===== src/rtl/pcs_rx_ctrl_pkg.sv =====
// Shared types and helpers for the PCS RX link controller.
// State encodings are visible on state_o, so they are fixed.
package pcs_rx_ctrl_pkg;

  typedef enum logic [2:0] {
    ST_IDLE     = 3'd0,
    ST_WAIT_BS  = 3'd1,
    ST_WAIT_AM  = 3'd2,
    ST_WAIT_DSK = 3'd3,
    ST_UP       = 3'd4,
    ST_RESTART  = 3'd5
  } state_e;

  localparam int TIMEOUT_CYC_DEF    = 1000000;
  localparam int RESTART_CYC_DEF    = 16;
  localparam int BER_WINDOW_CYC_DEF = 195313;

  localparam int TO_W_DEF  = $clog2(TIMEOUT_CYC_DEF);
  localparam int RS_W_DEF  = $clog2(RESTART_CYC_DEF);
  localparam int WIN_W_DEF = $clog2(BER_WINDOW_CYC_DEF);

  function automatic int unsigned popcount(
    input logic [31:0] v
  );
    int unsigned n;
    n = 0;
    for (int i = 0; i < 32; i++)
      n += 32'(v[i]);
    return n;
  endfunction

endpackage


===== src/rtl/pcs_rx_link_ctrl_ber_mon_rx.sv =====
// High-BER monitor: counts invalid sync headers per window
// and flags when the count reaches the threshold.
module ber_mon_rx
  import pcs_rx_ctrl_pkg::*;
#(
  parameter int LANE_N         = 4,
  parameter int BER_WINDOW_CYC = 195313,
  parameter int BER_THRESH     = 97
) (
  input  logic              clk,
  input  logic              rst_n,
  input  logic              i_en,
  input  logic [LANE_N-1:0] i_hdr_v,
  input  logic [LANE_N-1:0] i_hdr_err,
  output logic              o_hi_ber
);

  localparam int WIN_W0 = $clog2(BER_WINDOW_CYC);
  localparam int WIN_W  = (WIN_W0 < 1) ? 1 : WIN_W0;
  localparam int ERR_W  = $clog2(BER_THRESH + 1);
  localparam int unsigned TH = BER_THRESH;

  logic [WIN_W-1:0] r_win;
  logic [ERR_W-1:0] r_err;
  logic             r_hi;

  int unsigned      w_sum_i;
  logic             w_sat;
  logic [ERR_W-1:0] w_sum;
  logic             w_wrap;

  always_comb begin
    w_sum_i = 32'(r_err)
            + popcount(32'(i_hdr_v & i_hdr_err));
    w_sat   = (w_sum_i >= TH);
    w_sum   = w_sat ? ERR_W'(TH) : ERR_W'(w_sum_i);
    w_wrap  = (r_win == WIN_W'(BER_WINDOW_CYC - 1));
  end

  always_ff @(posedge clk or negedge rst_n) begin
    if (!rst_n) begin
      r_win <= '0;
      r_err <= '0;
      r_hi  <= 1'b0;
    end else if (!i_en) begin
      r_win <= '0;
      r_err <= '0;
      r_hi  <= 1'b0;
    end else begin
      r_win <= w_wrap ? '0 : r_win + 1'b1;
      r_err <= w_wrap ? '0 : w_sum;
      // the wrap cycle's errors still count before the flag re-arms
      r_hi  <= (r_hi & ~w_wrap) | w_sat;
    end
  end

  assign o_hi_ber = r_hi;

endmodule


===== src/rtl/pcs_rx_link_ctrl.sv =====
// RX link bring-up FSM: block lock, AM lock, deskew, link up,
// with timeout and high-BER driven datapath restarts.
module pcs_rx_link_ctrl
  import pcs_rx_ctrl_pkg::*;
#(
  parameter int IS_10G         = 0,
  parameter int LANE_N         = (IS_10G != 0) ? 1 : 4,
  parameter int TIMEOUT_CYC    = TIMEOUT_CYC_DEF,
  parameter int RESTART_CYC    = RESTART_CYC_DEF,
  parameter int BER_WINDOW_CYC = BER_WINDOW_CYC_DEF,
  parameter int BER_THRESH     = (IS_10G != 0) ? 16 : 97,
  parameter int FAIL_CNT_W     = 8
) (
  input  logic                  pcs_clk,
  input  logic                  nreset,
  input  logic [LANE_N-1:0]     bs_lock_v_i,
  input  logic [LANE_N-1:0]     am_lock_v_i,
  input  logic                  deskew_done_v_i,
  input  logic [LANE_N-1:0]     hdr_v_i,
  input  logic [LANE_N-1:0]     hdr_err_v_i,
  output logic                  restart_v_o,
  output logic                  link_up_o,
  output logic                  hi_ber_o,
  output logic [2:0]            state_o,
  output logic [FAIL_CNT_W-1:0] link_fail_cnt_o
);

  localparam int TO_W  = $clog2(TIMEOUT_CYC);
  localparam int RS_W  = $clog2(RESTART_CYC);
  localparam int MX_W  = (TO_W > RS_W) ? TO_W : RS_W;
  localparam int CNT_W = (MX_W < 1) ? 1 : MX_W;

  state_e                r_state;
  logic [CNT_W-1:0]      r_cnt;
  logic                  r_restart;
  logic                  r_link_up;
  logic [FAIL_CNT_W-1:0] r_fail;

  state_e w_nxt;
  logic   w_bs_all;
  logic   w_am_all;
  logic   w_dsk;
  logic   w_wait;
  logic   w_timed;
  logic   w_to_hit;
  logic   w_rs_done;
  logic   w_ber_en;
  logic   w_hi_ber;

  always_comb begin
    w_bs_all  = &bs_lock_v_i;
    w_am_all  = (IS_10G != 0) ? 1'b1 : &am_lock_v_i;
    w_dsk     = (IS_10G != 0) ? 1'b1 : deskew_done_v_i;
    w_wait    = (r_state == ST_WAIT_BS)
             || (r_state == ST_WAIT_AM)
             || (r_state == ST_WAIT_DSK);
    w_timed   = w_wait || (r_state == ST_RESTART);
    w_to_hit  = (r_cnt == CNT_W'(TIMEOUT_CYC - 1));
    w_rs_done = (r_cnt == CNT_W'(RESTART_CYC - 1));
    w_ber_en  = w_bs_all && (r_state != ST_RESTART);
  end

  always_comb begin
    w_nxt = r_state;
    unique case (r_state)
      ST_IDLE:     w_nxt = ST_WAIT_BS;
      ST_WAIT_BS:
        if (w_bs_all)
          w_nxt = (IS_10G != 0) ? ST_UP : ST_WAIT_AM;
      ST_WAIT_AM:
        if (!w_bs_all)     w_nxt = ST_WAIT_BS;
        else if (w_am_all) w_nxt = ST_WAIT_DSK;
      ST_WAIT_DSK:
        if (!w_bs_all || !w_am_all) w_nxt = ST_WAIT_BS;
        else if (w_dsk)             w_nxt = ST_UP;
      ST_UP:
        if (!w_bs_all || !w_am_all) w_nxt = ST_WAIT_BS;
        else if (w_hi_ber)          w_nxt = ST_RESTART;
      ST_RESTART:
        if (w_rs_done) w_nxt = ST_WAIT_BS;
      default:     w_nxt = ST_IDLE;
    endcase
    // a real exit in the timeout cycle beats the restart
    if (w_wait && (w_nxt == r_state) && w_to_hit)
      w_nxt = ST_RESTART;
  end

  always_ff @(posedge pcs_clk or negedge nreset) begin
    if (!nreset) begin
      r_state   <= ST_IDLE;
      r_cnt     <= '0;
      r_restart <= 1'b0;
      r_link_up <= 1'b0;
      r_fail    <= '0;
    end else begin
      r_state   <= w_nxt;
      r_restart <= (w_nxt == ST_RESTART);
      r_link_up <= (w_nxt == ST_UP);
      if ((w_nxt != r_state) || !w_timed)
        r_cnt <= '0;
      else
        r_cnt <= r_cnt + 1'b1;
      if ((r_state == ST_UP) && (w_nxt != ST_UP)
          && (r_fail != {FAIL_CNT_W{1'b1}}))
        r_fail <= r_fail + 1'b1;
    end
  end

  ber_mon_rx #(
    .LANE_N         (LANE_N),
    .BER_WINDOW_CYC (BER_WINDOW_CYC),
    .BER_THRESH     (BER_THRESH)
  ) u_ber (
    .clk       (pcs_clk),
    .rst_n     (nreset),
    .i_en      (w_ber_en),
    .i_hdr_v   (hdr_v_i),
    .i_hdr_err (hdr_err_v_i),
    .o_hi_ber  (w_hi_ber)
  );

  assign restart_v_o     = r_restart;
  assign link_up_o       = r_link_up;
  assign hi_ber_o        = w_hi_ber;
  assign state_o         = r_state;
  assign link_fail_cnt_o = r_fail;

endmodule


===== config.mk =====
export PLATFORM = sky130hd
export DESIGN_NAME = pcs_rx_link_ctrl
export DESIGN_NICKNAME = d
export VERILOG_FILES = /design/src/rtl/pcs_rx_ctrl_pkg.sv /design/src/rtl/pcs_rx_link_ctrl_ber_mon_rx.sv /design/src/rtl/pcs_rx_link_ctrl.sv
export SDC_FILE = /design/constraint.sdc
export NUM_CORES = 1
export LEC_CHECK = 0
export BUFFER_PORTS_ARGS = -buffer_cell sky130_fd_sc_hd__buf_2
export CORE_MARGIN = 2
export CORE_UTILIZATION = 44
export CTS_BUF_LIST = sky130_fd_sc_hd__clkbuf_2 sky130_fd_sc_hd__clkbuf_4 sky130_fd_sc_hd__clkbuf_8
export DETAILED_ROUTE_END_ITERATION = 10
export PLACE_DENSITY = 0.76
export SKIP_CTS_REPAIR_TIMING = 1
export SLEW_MARGIN = 20
export SYNTH_ARGS = -nofsm -noshare
export SYNTH_HDL_FRONTEND = slang
export SYNTH_HIERARCHICAL = 1
export SYNTH_SLANG_ARGS = --single-unit

===== constraint.sdc =====
create_clock -name pcs_clk -period 1.9 [get_ports pcs_clk]
set_input_delay 0.095 -clock pcs_clk [delete_from_list [all_inputs] [get_ports pcs_clk]]
set_output_delay 0.095 -clock pcs_clk [all_outputs]
set_load 0.05 [all_outputs]

==> results.py, run 1 <==
metrics = {
    "status": {
        "status": "finished with violations",
        "violations": "setup timing",
    },
    "timing": {
        "tightest_slew_ns": 0.5337,
        "setup_tns_ns": -6.356,
        "maxSlewHeadroom": 0.6415,
        "worst_slack_ns": -0.6066,
        "rsz0062_at_grt": "true",
        "report.final.slew_viol_count": 0,
        "post-route-min-period_ns": 2.507,
        "hold_viol": 0,
        "fin_crit_sh": 1.319,
        "max_freq_ghz": 0.3989,
        "clock-skew-final_ns": 0.007327,
        "setup_viol_count_final": 35,
    },
    "floorplanning": {
        "die-area_sq_um": 8213,
        "core_sq_um": 7253,
        "ios": 33,
        "floorplan.initialDensity": 0.4552,
        "die_x_um": 90.63,
        "die_h_um": 90.63,
        "rows": 31,
    },
    "finish": {
        "fillers": 557,
        "layout-drive-gt1-share": 0.4180,
        "area_growth_pct": 42.93,
        "fin_area_sq_um": 4720,
        "nets": 470,
        "final_cells": 544,
        "n_antenna_cell": 0,
    },
    "synth": {
        "netlist_area_sq_um": 3302,
        "synthDistinctLibCells": 51,
        "synth_seq_cells": 59,
        "synthMuxAreaShare": 0.007579,
        "postSynthAreaPerCell_sq_um": 9.488,
        "ys_seq_area_frac": 0.4471,
        "synth_compound_area_frac": 0.07579,
        "synth_area_leaders": "dfrtp_1, xor2_1, nor2_1",
        "yosys.area_share.simple": 0.2713,
        "synth_top_area_frac": 0.4471,
        "synth_top_family_by_area": "simple AND/OR/NAND/NOR gates",
        "synthAdderAreaFrac": 0.04623,
        "synth_top_cell_by_area": "dfrtp_1",
        "synth-xor-area-share": 0.1167,
        "synth_edf_count": 0,
        "synth-main-ff-cell": "dfrtp_1",
        "synth_nets": 378,
        "async_flop_share": 1.000,
        "synth-warning-count": 6,
        "synthCells": 348,
    },
    "clock_network": {
        "cts.sinks": 59,
        "insertion_delay_ns": 0.35,
        "numCtsBuffers": 9,
        "cts_max_path_buffers": 2,
        "htree_levels": 3,
        "cts_tree": "yes",
        "cts-root-buf": "clkbuf_8",
        "clk_pin_slew_ns": 0.07,
    },
    "global_route": {
        "grt-ovfl-total": 0,
        "grt-busiest-layer": "met2",
        "gr-usage-all-layers": 0.1886,
        "grt_max_degree": 36,
        "grt_pass1_wl_um": 12640,
        "grt.met1_usage": 0.2301,
        "grt.met3_usage": 0.05342,
        "met2_usage": 0.3178,
        "grt_pass1_vias": 2865,
        "antenna_found_initial": 0,
    },
    "hold_path": {
        "hp-class": "primary input to async pin",
    },
    "critical_path": {
        "cp-start-kind": "primary input",
        "critPathRequiredTime_ns": 2.14,
        "crit_arrival_ns": 2.74,
        "rrSetupSlack_ns": -0.22,
        "slowest_delay_ns": 0.56,
        "cp.buffers_inverters": 3,
        "path_delay_family": "adder cells",
        "r2r_cells": 8,
        "cp_slowest_cell": "fa_1",
        "end_kind": "register",
        "crit_type": "primary input to register",
        "r2r-start": "u_ber/r_err[0]",
        "cp_cell_sequence": "buf_6, nand2_4, fa_1, inv_2, ha_4, ha_4, inv_2, fa_2, nor2b_2, o21ai_1, xnor2_1, o32a_1, o31a_1",
        "reg2reg_to": "u_ber/r_err[0]",
        "path_max_fanout": 3,
    },
    "placed_design": {
        "place_ws_ns": -1.007,
        "placed_cell_area_sq_um": 4036,
        "dpl.hpwl_um": 5200,
        "place_inst": 516,
        "gp_congestion": 0.8892,
        "portBuffers": 32,
    },
    "power_and_ir_drop": {
        "ir_drop_mv": 0.6130,
        "power_density_nw_per_um2": 629.7,
        "power_leakage_uw": 0.001969,
    },
    "route": {
        "routed-via-count": 2908,
        "drc": 0,
        "routed_wirelength_um": 8448,
        "drtIter0Drc": 169,
        "post_drt_wl_per_cell_um": 15.53,
        "postRouteAntennaNets": 0,
        "drtPass1Iterations": 4,
        "viasPerCell": 5.346,
    },
    "job": {
        "cap_violations": 0,
    },
}
[logic make-up (layout without fill, tap and decap cells)]
logic type                 count (synthesis)  after routing
muxes                                      2              2
adders and majority gates                 11             11
and+or+nand+nor                          171            171
buffers and inverters                     26            123
DFF                                       59             59
AOI/OAI and AO/OA                         35             35
xor gates and xnor gates                  44             44
[placed cells by master, fill, tap and decap left out, types with 11 or more instances in the layout]
| master | instances |
|---|---|
| nand2_1 | 22 |
| xnor2_1 | 19 |
| buf_2 | 27 |
| nor2_4 | 16 |
| nand3_1 | 15 |
| buf_4 | 49 |
| nor2_1 | 29 |
| xor2_1 | 25 |
| dfrtp_1 | 56 |
| buf_6 | 13 |
| inv_1 | 11 |
[worst reg2reg max path, stage by stage, from the launching register on]
cell     delay (ns)
dfrtp_1        0.39
ha_4           0.16
inv_1          0.05
fa_2           0.36
nor2b_2        0.15
o21ai_1        0.09
xnor2_1        0.16
o32a_1         0.41
o31a_1         0.25
[layer usage]
metal	vias up	wire length [um]
met5	-	0
met4	0	182
met3	19	307
met2	64	4386
met1	1437	3571
li1	1388	-
[how the worst max path moves through the flow]
| stage | startpoint | endpoint | slack [ns] | depth (start not counted) |
|---|---|---|---|---|
| after floorplan | hdr_v_i[3] | u_ber/r_err[0] | -0.71 | 12 |
| after global placement | hdr_v_i[3] | u_ber/r_err[0] | -0.90 | 13 |
| after detailed placement | hdr_v_i[3] | u_ber/r_err[0] | -1.01 | 13 |
| after CTS | hdr_v_i[3] | u_ber/r_err[0] | -0.64 | 13 |
| after global routing | hdr_v_i[0] | u_ber/r_err[0] | -0.65 | 13 |
| final | hdr_v_i[0] | u_ber/r_err[0] | -0.61 | 13 |
[metrics by stage]
step                hold WS, ns  utilization  total power, uW
floorplan               -0.2006            -             1556
global placement         0.1106       0.5565             1715
detailed placement       0.1114       0.5565             1736
CTS                     -0.2736       0.5831             2877
global route             0.2900       0.6507             3092
finish                   0.2648       0.6507             2972
[flip-flops by register name, summed over array words and instances (netlist names)]
| signal | cells |
|---|---|
| u_ber/r_win | 18 |
| link_fail_cnt_o | 8 |
| link_up_o | 1 |
| u_ber/o_hi_ber | 1 |
| state_o | 3 |
| u_ber/r_err | 7 |
| restart_v_o | 1 |
| r_cnt | 20 |
[synthesized netlist by cell type (6+ instances only)]
cell type / n
nor2_1: 53
nand2_1: 26
and3_1: 12
a21oi_1: 8
dfrtp_1: 59
inv_1: 13
and2_1: 7
nand4_1: 9
xnor2_1: 19
xor2_1: 25
buf_2: 6
nand3_1: 17
nor3_1: 17
ha_1: 9
[cell type report]
type | instances | area (sq um) | share of cell area
sequential | 59 | 1480 | 0.3136
clock inverter | 7 | 68.82 | 0.01458
timing repair buffer | 94 | 749.5 | 0.1588
tap | 99 | 123.9 | 0.02625
clock buffer | 9 | 123.9 | 0.02625
inverter | 13 | 48.80 | 0.01034
multi-input combinational | 263 | 2125 | 0.4502
[report_power, final]
group / internal (uW) / total [uW] / switching, uW
Combinational: 254 / 501 / 248
Sequential: 1300 / 1340 / 33.0
Clock: 599 / 1140 / 536
Total: 2150 / 2970 / 817
(Power assumes the default switching activity.)
==> inputs of run 2 (changes only) <==
--- a/config.mk
+++ b/config.mk
@@ -10,6 +10,7 @@
 export CORE_UTILIZATION = 44
 export CTS_BUF_LIST = sky130_fd_sc_hd__clkbuf_2 sky130_fd_sc_hd__clkbuf_4 sky130_fd_sc_hd__clkbuf_8
 export DETAILED_ROUTE_END_ITERATION = 10
+export MAX_ROUTING_LAYER = met4
 export PLACE_DENSITY = 0.76
 export SKIP_CTS_REPAIR_TIMING = 1
 export SLEW_MARGIN = 20
==> run 2 against run 1 <==
Compared with the run above: the run still ends with setup timing left; register-to-register slack about the same; non-clock buffer count is the same; global-route usage increased by 0.54 points.
==> results.py, run 2 (synthesis results as in run 1) <==
metrics = {
    "clock_network": {
        "cts.sinks": 59,
        "cts_tree": "yes",
        "htree_levels": 3,
        "insertion_delay_ns": 0.35,
        "cts-root-buf": "clkbuf_8",
        "clk_pin_slew_ns": 0.07,
        "numCtsBuffers": 9,
        "cts_max_path_buffers": 2,
    },
    "global_route": {
        "grt_pass1_vias": 2866,
        "grt_pass1_wl_um": 12630,
        "grt_max_degree": 36,
        "antenna_found_initial": 0,
        "gr-usage-all-layers": 0.1940,
        "grt-ovfl-total": 0,
    },
    "critical_path": {
        "rrSetupSlack_ns": -0.22,
        "cp_slowest_cell": "fa_1",
        "critPathRequiredTime_ns": 2.14,
        "crit_type": "primary input to register",
        "crit_arrival_ns": 2.74,
        "r2r_cells": 8,
        "endpoint": "u_ber/r_err[0]",
        "end_kind": "register",
        "slowest_delay_ns": 0.56,
        "path_max_fanout": 3,
        "reg2reg_to": "u_ber/r_err[0]",
        "cp-start-kind": "primary input",
        "cp_cell_sequence": "buf_6, nand2_4, fa_1, inv_2, ha_4, ha_4, inv_2, fa_2, nor2b_2, o21ai_1, xnor2_1, o32a_1, o31a_1",
        "startpoint": "hdr_v_i[0]",
        "r2r-start": "u_ber/r_err[0]",
    },
    "timing": {
        "max_freq_ghz": 0.3988,
        "fin_crit_sh": 1.320,
        "report.final.slew_viol_count": 0,
        "maxSlewHeadroom": 0.6478,
        "hold_viol": 0,
        "setup_viol_count_final": 35,
        "tightest_slew_ns": 0.5242,
        "worst_slack_ns": -0.6075,
        "rsz0062_at_grt": "true",
        "post-route-min-period_ns": 2.508,
        "clock-skew-final_ns": 0.009781,
    },
    "floorplanning": {
        "rows": 31,
        "floorplan.initialDensity": 0.4552,
        "ios": 33,
        "die_h_um": 90.63,
        "core_sq_um": 7253,
        "die-area_sq_um": 8213,
        "die_x_um": 90.63,
    },
    "finish": {
        "n_antenna_cell": 0,
        "area_growth_pct": 43.08,
        "largest_register_ffs": 20,
        "layout-drive-gt1-share": 0.4180,
        "largest-register": "r_cnt",
        "mostFrequentLayoutCell": "dfrtp_1",
        "utilization": 0.6514,
        "fin_area_sq_um": 4725,
        "final_cell_mix": "dfrtp_1, buf_4, nor2_1",
        "nets": 470,
    },
    "job": {
        "cap_violations": 0,
    },
    "placed_design": {
        "placed_cell_area_sq_um": 4036,
        "portBuffers": 32,
        "place_ws_ns": -1.007,
        "dpl.hpwl_um": 5200,
        "gp_congestion": 0.9041,
    },
    "status": {
        "violations": "setup timing",
        "status": "finished with violations",
    },
    "power_and_ir_drop": {
        "power_density_nw_per_um2": 632.6,
        "power_leakage_uw": 0.001970,
        "total_power_uw": 2989,
        "ir_drop_mv": 0.6101,
    },
    "route": {
        "routed-via-count": 2929,
        "drtIter0Drc": 155,
        "viasPerCell": 5.384,
        "drtPass1Iterations": 5,
        "routed_wirelength_um": 8431,
        "drc": 0,
        "postRouteAntennaNets": 0,
        "post_drt_wl_per_cell_um": 15.50,
    },
    "hold_path": {
        "hp-class": "primary input to async pin",
    },
}
-- run 2: per-stage QoR --
step | setup TNS, ns | hold slack [ns] | instances
3_3_place_gp | -7.543 | 0.1106 | 516
5_1_grt | -8.660 | 0.2900 | 544
6_report | -6.309 | 0.2681 | 544
4_1_cts | -7.289 | -0.2736 | 532
3_5_place_dp | -9.500 | 0.1114 | 516
2_1_floorplan | -4.990 | -0.2006 | 348
-- run 2: layout make-up --
| cell class | instances | area (sq um) |
|---|---|---|
| clock buffers | 9 | 123.9 |
| well taps | 99 | 123.9 |
| clock inverters | 7 | 68.82 |
| fillers | 556 | 2529 |
| flip-flops and latches | 59 | 1480 |
| multi-input cells | 263 | 2130 |
| inverters | 13 | 48.80 |
| repair buffers | 94 | 749.5 |
-- run 2: worst min-delay path by stage --
stage | start | end | slack (ns) | depth (start not counted)
after floorplan | nreset | link_fail_cnt_o[0] | -0.20 | 0
after global placement | nreset | u_ber/r_err[1] | 0.11 | 2
after detailed placement | nreset | u_ber/r_err[1] | 0.11 | 2
after CTS | nreset | u_ber/r_err[1] | -0.27 | 2
after global routing | bs_lock_v_i[1] | state_o[1] | 0.29 | 4
final | nreset | u_ber/r_err[1] | 0.27 | 3
-- run 2: power breakdown --
| part | switching, uW | leakage (uW) | internal [uW] |
|---|---|---|---|
| clock network | 537 | 0.0000950 | 599 |
| logic | 255 | 0.00109 | 263 |
| registers | 32.6 | 0.000783 | 1300 |
| total | 824 | 0.00197 | 2160 |
-- run 2: worst max-delay path: cells and delay by family --
family / cells / cell delay (ns)
fa+ha+maj: 4 / 1.37
buf+inv: 3 / 0.18
simple gates: 2 / 0.20
xor+xnor: 1 / 0.16
compound gates: 3 / 0.75
-- run 2: layer usage --
metal  vias up  wire length, um  global-route usage
met5         -                0                   -
met4         0               97             0.06923
met3        13              338             0.05342
met2        72             4442              0.3178
met1      1457             3552              0.2301
li1       1387                -                   -
